==> config.mk <==
export PLATFORM = sky130hd
export DESIGN_NAME = k054539_rom_arb
export DESIGN_NICKNAME = d
export VERILOG_FILES = /design/src/rtl/k054539_rom_arb.sv
export SDC_FILE = /design/constraint.sdc
export NUM_CORES = 1
export LEC_CHECK = 0
export BUFFER_PORTS_ARGS = -buffer_cell sky130_fd_sc_hd__clkbuf_2
export CAP_MARGIN = 10
export CORE_UTILIZATION = 40
export DETAILED_ROUTE_END_ITERATION = 7
export GPL_TIMING_DRIVEN = 0
export PLACE_DENSITY = 0.71
export SKIP_LAST_GASP = 1
export SYNTH_ARGS = -nofsm -noshare
export SYNTH_HDL_FRONTEND = slang
export SYNTH_SLANG_ARGS = --single-unit
==> constraint.sdc <==
create_clock -name CLK -period 6.44 [get_ports CLK]
set_input_delay 0.966 -clock CLK [delete_from_list [all_inputs] [get_ports CLK]]
set_output_delay 0.966 -clock CLK [all_outputs]
set_load 0.005 [all_outputs]
==> src/rtl/k054539_rom_arb.sv <==
// k054539_rom_arb: shares the external ROM/RAM bus (RA/RD pads) between the
// per-channel sample fetchers and the host indirect access port.
// Every access is IDLE -> ADDR -> ACCESS -> DONE, so one slot is ACC_CYC+3 cycles.
module k054539_rom_arb #(
   parameter int NCH     = 8,
   parameter int AW      = 24,
   parameter int ACC_CYC = 4
) (
   input  logic              CLK,
   input  logic              RES,
   input  logic [NCH-1:0]    CH_REQ,
   input  logic [NCH*AW-1:0] CH_ADDR,
   output logic [NCH-1:0]    CH_ACK,
   output logic [7:0]        CH_RDATA,
   input  logic              CPU_REQ,
   input  logic              CPU_WE,
   input  logic [AW-1:0]     CPU_ADDR,
   input  logic [7:0]        CPU_WDATA,
   output logic              CPU_ACK,
   output logic [7:0]        CPU_RDATA,
   output logic              NWAIT,
   output logic [AW-1:0]     RA,
   input  logic [7:0]        RD_IN,
   output logic [7:0]        RD_OUT,
   output logic              RD_OE,
   output logic              NROE,
   output logic              NRWE
);

   localparam int CW = (NCH > 1) ? $clog2(NCH) : 1;

   typedef enum logic [1:0] {
      IDLE,
      ADDR,
      ACCESS,
      DONE
   } state_t;

   state_t        r_state;
   state_t        w_nextState;
   logic [CW-1:0] r_rr;
   logic [CW-1:0] r_chSel;
   logic [CW-1:0] w_chWin;
   logic [CW-1:0] w_rrNext;
   logic          w_chAny;
   logic          w_cpuWin;
   logic          r_cpuLast;
   logic          r_isCpu;
   logic          r_isWrite;
   logic [3:0]    r_cnt;
   logic [AW-1:0] r_ra;
   logic [7:0]    r_rdOut;
   logic [7:0]    r_chRdata;
   logic [7:0]    r_cpuRdata;

   // Round-robin scan of the channel requests starting at the rr pointer
   always_comb begin
      int            idxInt;
      logic [CW-1:0] idx;
      w_chAny = 1'b0;
      w_chWin = '0;
      idxInt  = 0;
      idx     = '0;
      for (int k = 0; k < NCH; k++) begin
         idxInt = int'(r_rr) + k;
         if (idxInt >= NCH) begin
            idxInt = idxInt - NCH;
         end
         idx = CW'(idxInt);
         if (!w_chAny && CH_REQ[idx]) begin
            w_chAny = 1'b1;
            w_chWin = idx;
         end
      end
   end

   // Host wins unless it had the previous slot while a channel is waiting
   always_comb begin
      w_cpuWin = CPU_REQ && (!r_cpuLast || !w_chAny);
      w_rrNext = (w_chWin == CW'(NCH - 1)) ? '0 : w_chWin + 1'b1;
   end

   // State register; reset aborts any access in flight
   always_ff @(posedge CLK or posedge RES) begin
      if (RES) begin
         r_state <= IDLE;
      end else begin
         r_state <= w_nextState;
      end
   end

   // Next-state logic for the access sequence
   always_comb begin
      w_nextState = r_state;
      case (r_state)
         IDLE:    if (CPU_REQ || w_chAny) w_nextState = ADDR;
         ADDR:    w_nextState = ACCESS;
         ACCESS:  if (r_cnt == 4'd0) w_nextState = DONE;
         DONE:    w_nextState = IDLE;
         default: w_nextState = IDLE;
      endcase
   end

   // Grant latching, strobe counter and read-data capture
   always_ff @(posedge CLK or posedge RES) begin
      if (RES) begin
         r_rr       <= '0;
         r_chSel    <= '0;
         r_cpuLast  <= 1'b0;
         r_isCpu    <= 1'b0;
         r_isWrite  <= 1'b0;
         r_cnt      <= 4'd0;
         r_ra       <= '0;
         r_rdOut    <= 8'd0;
         r_chRdata  <= 8'd0;
         r_cpuRdata <= 8'd0;
      end else begin
         case (r_state)
            IDLE: begin
               if (w_cpuWin) begin
                  r_isCpu   <= 1'b1;
                  r_isWrite <= CPU_WE;
                  r_ra      <= CPU_ADDR;
                  r_cpuLast <= 1'b1;
                  if (CPU_WE) begin
                     r_rdOut <= CPU_WDATA;
                  end
               end else if (w_chAny) begin
                  r_isCpu   <= 1'b0;
                  r_isWrite <= 1'b0;
                  r_chSel   <= w_chWin;
                  r_ra      <= CH_ADDR[int'(w_chWin)*AW +: AW];
                  r_rr      <= w_rrNext;
                  r_cpuLast <= 1'b0;
               end
            end
            ADDR: begin
               r_cnt <= 4'(ACC_CYC - 1);
            end
            ACCESS: begin
               if (r_cnt == 4'd0) begin
                  if (!r_isWrite) begin
                     if (r_isCpu) begin
                        r_cpuRdata <= RD_IN;
                     end else begin
                        r_chRdata <= RD_IN;
                     end
                  end
               end else begin
                  r_cnt <= r_cnt - 4'd1;
               end
            end
            default: begin
            end
         endcase
      end
   end

   // Pad-side and requester-side outputs decoded from the registered state
   always_comb begin
      RA        = r_ra;
      RD_OUT    = r_rdOut;
      RD_OE     = r_isCpu && r_isWrite && (r_state != IDLE);
      NROE      = !((r_state == ACCESS) && !r_isWrite);
      NRWE      = !((r_state == ACCESS) && r_isWrite);
      CPU_ACK   = (r_state == DONE) && r_isCpu;
      CH_ACK    = ((r_state == DONE) && !r_isCpu) ? (NCH'(1) << r_chSel) : '0;
      CH_RDATA  = r_chRdata;
      CPU_RDATA = r_cpuRdata;
      NWAIT     = ~(CPU_REQ & ~CPU_ACK);
   end

endmodule
# Word-level counts from Yosys, hierarchy flattened
# Cells that the tools add are included.
totals:
  output_inout_bits: 61
  inputBits: 244
  ff_bits: 62
classes:
  mux: 52
  magnitude_cmp: 16
  multipliers: 1
  reduce_logical: 40
  addsub: 17
  n_eq_ne: 7
  shifts: 2
  n_bitwise: 6
ops:
  columns: ["op", "count"]
  rows:
  - ["192-bit by 9-bit indexed part select with 24-bit output", 1]
  - ["3-bit 2-to-1 mux", 17]
  - ["24-bit 2-to-1 mux", 2]
  - ["3-bit by 4-bit less-than comparator with 1-bit output (second input constant)", 8]
  - ["4-bit greater-or-equal comparator (second input constant)", 7]
  - ["1-bit binary-select mux with 3-bit select", 8]
  - ["3-bit by 1-bit subtractor with 3-bit output (second input constant)", 8]
  - ["1-bit 2-to-1 mux", 19]
  - ["3-bit by 3-bit adder with 4-bit output (second input constant)", 4]
  - ["1-bit logical AND", 14]
  - ["1-bit zero test", 12]
  - ["3-bit by 2-bit adder with 4-bit output (second input constant)", 2]
  - ["8-bit 2-to-1 mux", 1]
  - ["2-bit one-hot mux with 4 select lines", 1]
  - ["4-bit one-hot mux with 2 select lines", 1]
  - ["4-bit AND reduction", 2]
  - ["1-bit by 3-bit left shift with 8-bit output (first input constant)", 1]
  - ["2-bit inequality test (second input constant)", 3]
  - ["2-bit AND reduction", 3]
  - ["3-bit AND reduction", 2]
  - ["2-bit nonzero test", 3]
  - ["3-bit by 2-bit multiplier with 5-bit output (second input constant)", 1]
  - ["1-bit inverter", 5]
  - ["3-bit by 1-bit adder with 4-bit output (second input constant)", 1]
  - ["other kinds (12)", 15]

# Logic depth before layout (Yosys ltp)
depth:
  word_depth: 31
  mapped_depth: 17
  depth_no_buf: 12

# Worst setup path after synthesis
# Ideal clock, no wire load.
synth_timing:
  path_kind: "reg-to-reg"
  startpoint: "reg r_rr[1]"
  endpoint: "reg r_rr[1]"
  path_slack_ps: 2603
  path_buffers: 5
  required_time_ps: 6312
  synth_period_minus_slack_ps: 3837
  path_stages_with_launch: 17
  t_arrival_ps: 3709
  path_cell_list: "dfrtp_1 -> buf_4 -> buf_2 -> inv_1 -> ha_1 -> buf_2 -> mux4_2 -> mux2_2 -> nor4_1 -> a221oi_2 -> a2bb2oi_1 -> nand2_2 -> inv_2 -> buf_6 -> clkbuf_1 -> ha_1 -> mux2_1"
synth_between:
  elab_cells_between_ends: 85
  cone_classes: "16 x add/sub; 8 x order compare; 1 x eq/ne; 41 x mux; 1 x bitwise; 18 x reduce/logical"
synth_lines:
  columns: ["element", "line", "text"]
  rows:
  - ["start: declaration", "41", "logic [CW-1:0] r_rr;"]
  - ["start signal: assignment", "133", "r_rr <= w_rrNext;"]
  - ["branches (longest 25 deep; another with 3-bit by 1-bit adder with 4-bit output)", null, null]
  - ["3-bit 2-to-1 mux (*)", "70", "if (!w_chAny && CH_REQ[idx]) begin"]
  - ["via w_chWin[1]", "43", "logic [CW-1:0] w_chWin;"]
  - ["3-bit by 1-bit adder with 3-bit output / 3-bit equality test (equally long branches)", "80", "w_rrNext = (w_chWin == CW'(NCH - 1)) ? '0 : w_chWin + 1'b1;"]
  - ["3-bit 2-to-1 mux (*)", "80", null]
  - ["via w_rrNext[1]", "44", "logic [CW-1:0] w_rrNext;"]
# Mark *: on every way through the listed nets, which the timed path passes. The select of a mux whose other input is x is not followed.
# A chain may end at the register's enable or synchronous reset.

# Worst setup path after layout
# Same ends and word-level chain as after synthesis.

==> results.sh <==
export IMPL_portBuffers=304
export IMPL_wl_um=19100
export IMPL_crit_arrival_ns=4.81
export IMPL_async_flop_share=1.00
export IMPL_vias=5690
export IMPL_firstDrtPassIters=5
export IMPL_drc=0
export IMPL_grt_max_degree=38
export IMPL_drtAntennaViolNets=0
export IMPL_grt_util_met3=0.0504
export IMPL_cp_max_fo=10
export IMPL_initial_core_util=0.414
export IMPL_cp_end_kind="flip-flop"
export IMPL_post_cts_buffers=0
export IMPL_ctsResizeCount=0
export IMPL_syn_area_um2=5550
export IMPL_timing_final_crit_share=0.714
export IMPL_synthFlopType="dfrtp_1"
export IMPL_avgSynthCellArea_um2=9.83
export IMPL_clock_sinks=62
export IMPL_cts_buffers=9
export IMPL_die_h_um=120
export IMPL_dieWidth_um=120
export IMPL_diodes=0
export IMPL_drive_gt1_frac=0.506
export IMPL_yosysSeqAreaShare=0.279
export IMPL_rows=42
export IMPL_max_freq_mhz=217
export IMPL_fin_setup_tns_ns=0
export IMPL_final_min_clock_period_ns=4.60
export IMPL_grt_pass1_vias=5562
export IMPL_clock_latency_ns=0.33
export IMPL_drt_initial_drc_count=215
export IMPL_layout_nets=1133
export IMPL_drv_slew=0
export IMPL_tritoncts="done"
export IMPL_antenna_found_initial=0
export IMPL_met2_usage=0.472
export IMPL_worstMarginPinSlew_ns=1.13
export IMPL_synth_cell_types=53
export IMPL_finalHoldViolations=0
export IMPL_die_area_um2=14400
export IMPL_peakVddDrop_v=0.000648
export IMPL_clk_pin_slew_worst_paths_ns=0.06
export IMPL_p_per_area_nw_per_um2=625
export IMPL_grt_pass1_wl_um=29000
export IMPL_avgViaCountPerCell=5.36
export IMPL_clock_path_buffers=2
export IMPL_syn_inst=565
export IMPL_io_pins=305
export IMPL_ctsHoldBuffers=0
export IMPL_synth_fp_nets=817
export IMPL_ys_warnings_count=0
export IMPL_rsz0062_at_grt="no"
export IMPL_overflow=0
export IMPL_synth_edf_count=0
export IMPL_grt_busiest_layer="met2"
export IMPL_detail_route_wl_per_cell_um=18.0
export IMPL_global_route_usage_total=0.266
export IMPL_max_slew_margin=0.240
export IMPL_gp_congestion=0.923
export IMPL_use_met1=0.333
export IMPL_cap_violations=0
export IMPL_critPathKind="flip-flop to flip-flop"
export IMPL_syn_to_final_growth_pct=38.1
export IMPL_hpwl_um=15600
export IMPL_clock_root_buffer="clkbuf_16"
export IMPL_cp_required_ns=6.65
export IMPL_h_tree_depth=3
export IMPL_setup_viol=0
export IMPL_utilization=0.572
export IMPL_whs_path_depth=1
export IMPL_cp_start_kind="flip-flop"
export IMPL_rr_worst_depth=16
export IMPL_fin_worst_skew_ns=0.00990
export IMPL_hold_path_class="flip-flop to flip-flop"
export IMPL_synth_seq_cells=62
export IMPL_status="complete, no violations"
export IMPL_p_leak_nw=3.99
export IMPL_coreArea_um2=13400
==> worst paths after layout <==
path | slack (ns) | end | startpoint
setup / recovery | 1.84 | r_rr[1]$_DFFE_PP0P_ | r_rr[1]$_DFFE_PP0P_
hold / removal | 0.49 | CH_RDATA[1]$_DFFE_PP0P_ | CH_RDATA[1]$_DFFE_PP0P_
setup reg to reg | 1.84 | r_rr[1]$_DFFE_PP0P_ | r_rr[1]$_DFFE_PP0P_
hold reg to reg | 0.49 | CH_RDATA[1]$_DFFE_PP0P_ | CH_RDATA[1]$_DFFE_PP0P_
max in group asynchronous | 5.15 | RA[15]$_DFFE_PP0P_ | RES
min in group asynchronous | 0.68 | RD_OUT[6]$_DFFE_PP0P_ | RES
==> cells in the mapped netlist, types with 4 or more instances <==
library cell | number | area [um^2]
clkbuf_1 | 20 | 75.1
nor3_1 | 7 | 35.0
mux2_2 | 58 | 653
o211ai_1 | 20 | 150
nor2_1 | 17 | 63.8
a21oi_1 | 8 | 40.0
a22o_1 | 25 | 219
inv_1 | 107 | 402
dfrtp_1 | 62 | 1550
o211ai_2 | 5 | 62.6
nand3_1 | 30 | 150
o21ai_0 | 12 | 60.1
o2111ai_1 | 4 | 35.0
ha_1 | 8 | 100
mux2i_1 | 13 | 130
mux4_2 | 38 | 856
nand2b_1 | 4 | 25.0
buf_2 | 8 | 40.0
buf_6 | 5 | 56.3
mux2_1 | 20 | 225
o21ai_1 | 6 | 30.0
a31oi_1 | 26 | 163
nand2_1 | 21 | 78.8
==> layout by cell type, fill, tap and decap left out, types with 3 or more instances in the layout <==
cell,count
clkbuf_2,304
inv_1,106
dfrtp_1,62
mux2_2,58
mux4_2,38
nand3_1,30
a31oi_1,26
a22o_1,25
nand2_1,21
clkbuf_1,20
mux2_1,20
o211ai_1,20
nor2_1,17
mux2i_1,13
o21ai_0,12
clkbuf_16,9
buf_2,8
a21oi_1,8
ha_1,8
nor3_1,7
o21ai_1,6
buf_6,5
o211ai_2,5
o2111ai_1,4
nand2b_1,4
inv_2,3
and2_1,3
and3_1,3
inv_6,3
bufinv_16,3
==> state kept, by name, summed over array words and instances, names as in the netlist <==
signal	flops
CH_RDATA	8
RA	24
r_chSel	3
RD_OUT	8
r_isWrite	1
CPU_RDATA	8
r_rr	3
r_cnt	4
r_state	2
r_isCpu	1
==> layout make-up <==
cell class / count / area [um^2]
clock inverters: 7 / 128
clock buffers: 9 / 225
inverters: 109 / 409
well taps: 176 / 220
fillers: 1208 / 5730
multi-input cells: 360 / 3410
plain buffers: 34 / 179
flip-flops and latches: 62 / 1550
repair buffers: 305 / 1540
==> cell families after synthesis <==
logic type	count (synthesis)	share of synthesized area
AOI/OAI and AO/OA	121	0.164
DFF	62	0.279
muxes	130	0.340
buffers and inverters	143	0.106
xor gates and xnor gates	4	0.00631
and+or+nand+nor	97	0.0868
adders and majority gates	8	0.0180
==> worst max-delay path, stage by stage, from the launching register on <==
cell	delay, ns
dfrtp_1	0.35
buf_4	0.18
buf_2	0.27
inv_1	0.13
ha_1	0.32
buf_2	0.27
mux4_2	0.42
mux2_2	0.34
nor4_1	0.30
a221oi_2	0.09
a2bb2oi_1	0.21
nand2_2	0.17
inv_2	0.14
buf_6	0.18
clkbuf_1	0.46
ha_1	0.34
mux2_1	0.29
==> metal layers <==
layer  up-vias  wire [um]
met5         -          0
met4         0        323
met3        18       1150
met2       231       9740
met1      2747       7910
li1       2694          -
==> through the flow <==
| stage | power [W] | instances | hold slack [ns] | instance area, um^2 | setup WS [ns] |
|---|---|---|---|---|---|
| 2_1_floorplan | 0.00326 | 565 | 0.462 | 5550 | 2.60 |
| 3_3_place_gp | 0.00417 | 1045 | 0.467 | 7290 | 1.90 |
| 3_5_place_dp | 0.00421 | 1046 | 0.477 | 7310 | 1.88 |
| 4_1_cts | 0.00481 | 1062 | 0.490 | 7670 | 1.88 |
| 5_1_grt | 0.00512 | 1062 | 0.506 | 7670 | 1.52 |
| 6_report | 0.00479 | 1062 | 0.487 | 7670 | 1.84 |
==> power by group <==
group	switching (W)	internal, W
clock	0.000199	0.000385
combinational	0.00188	0.00165
sequential	0.000103	0.000578
Note: power is estimated with default switching activity, not from simulation.
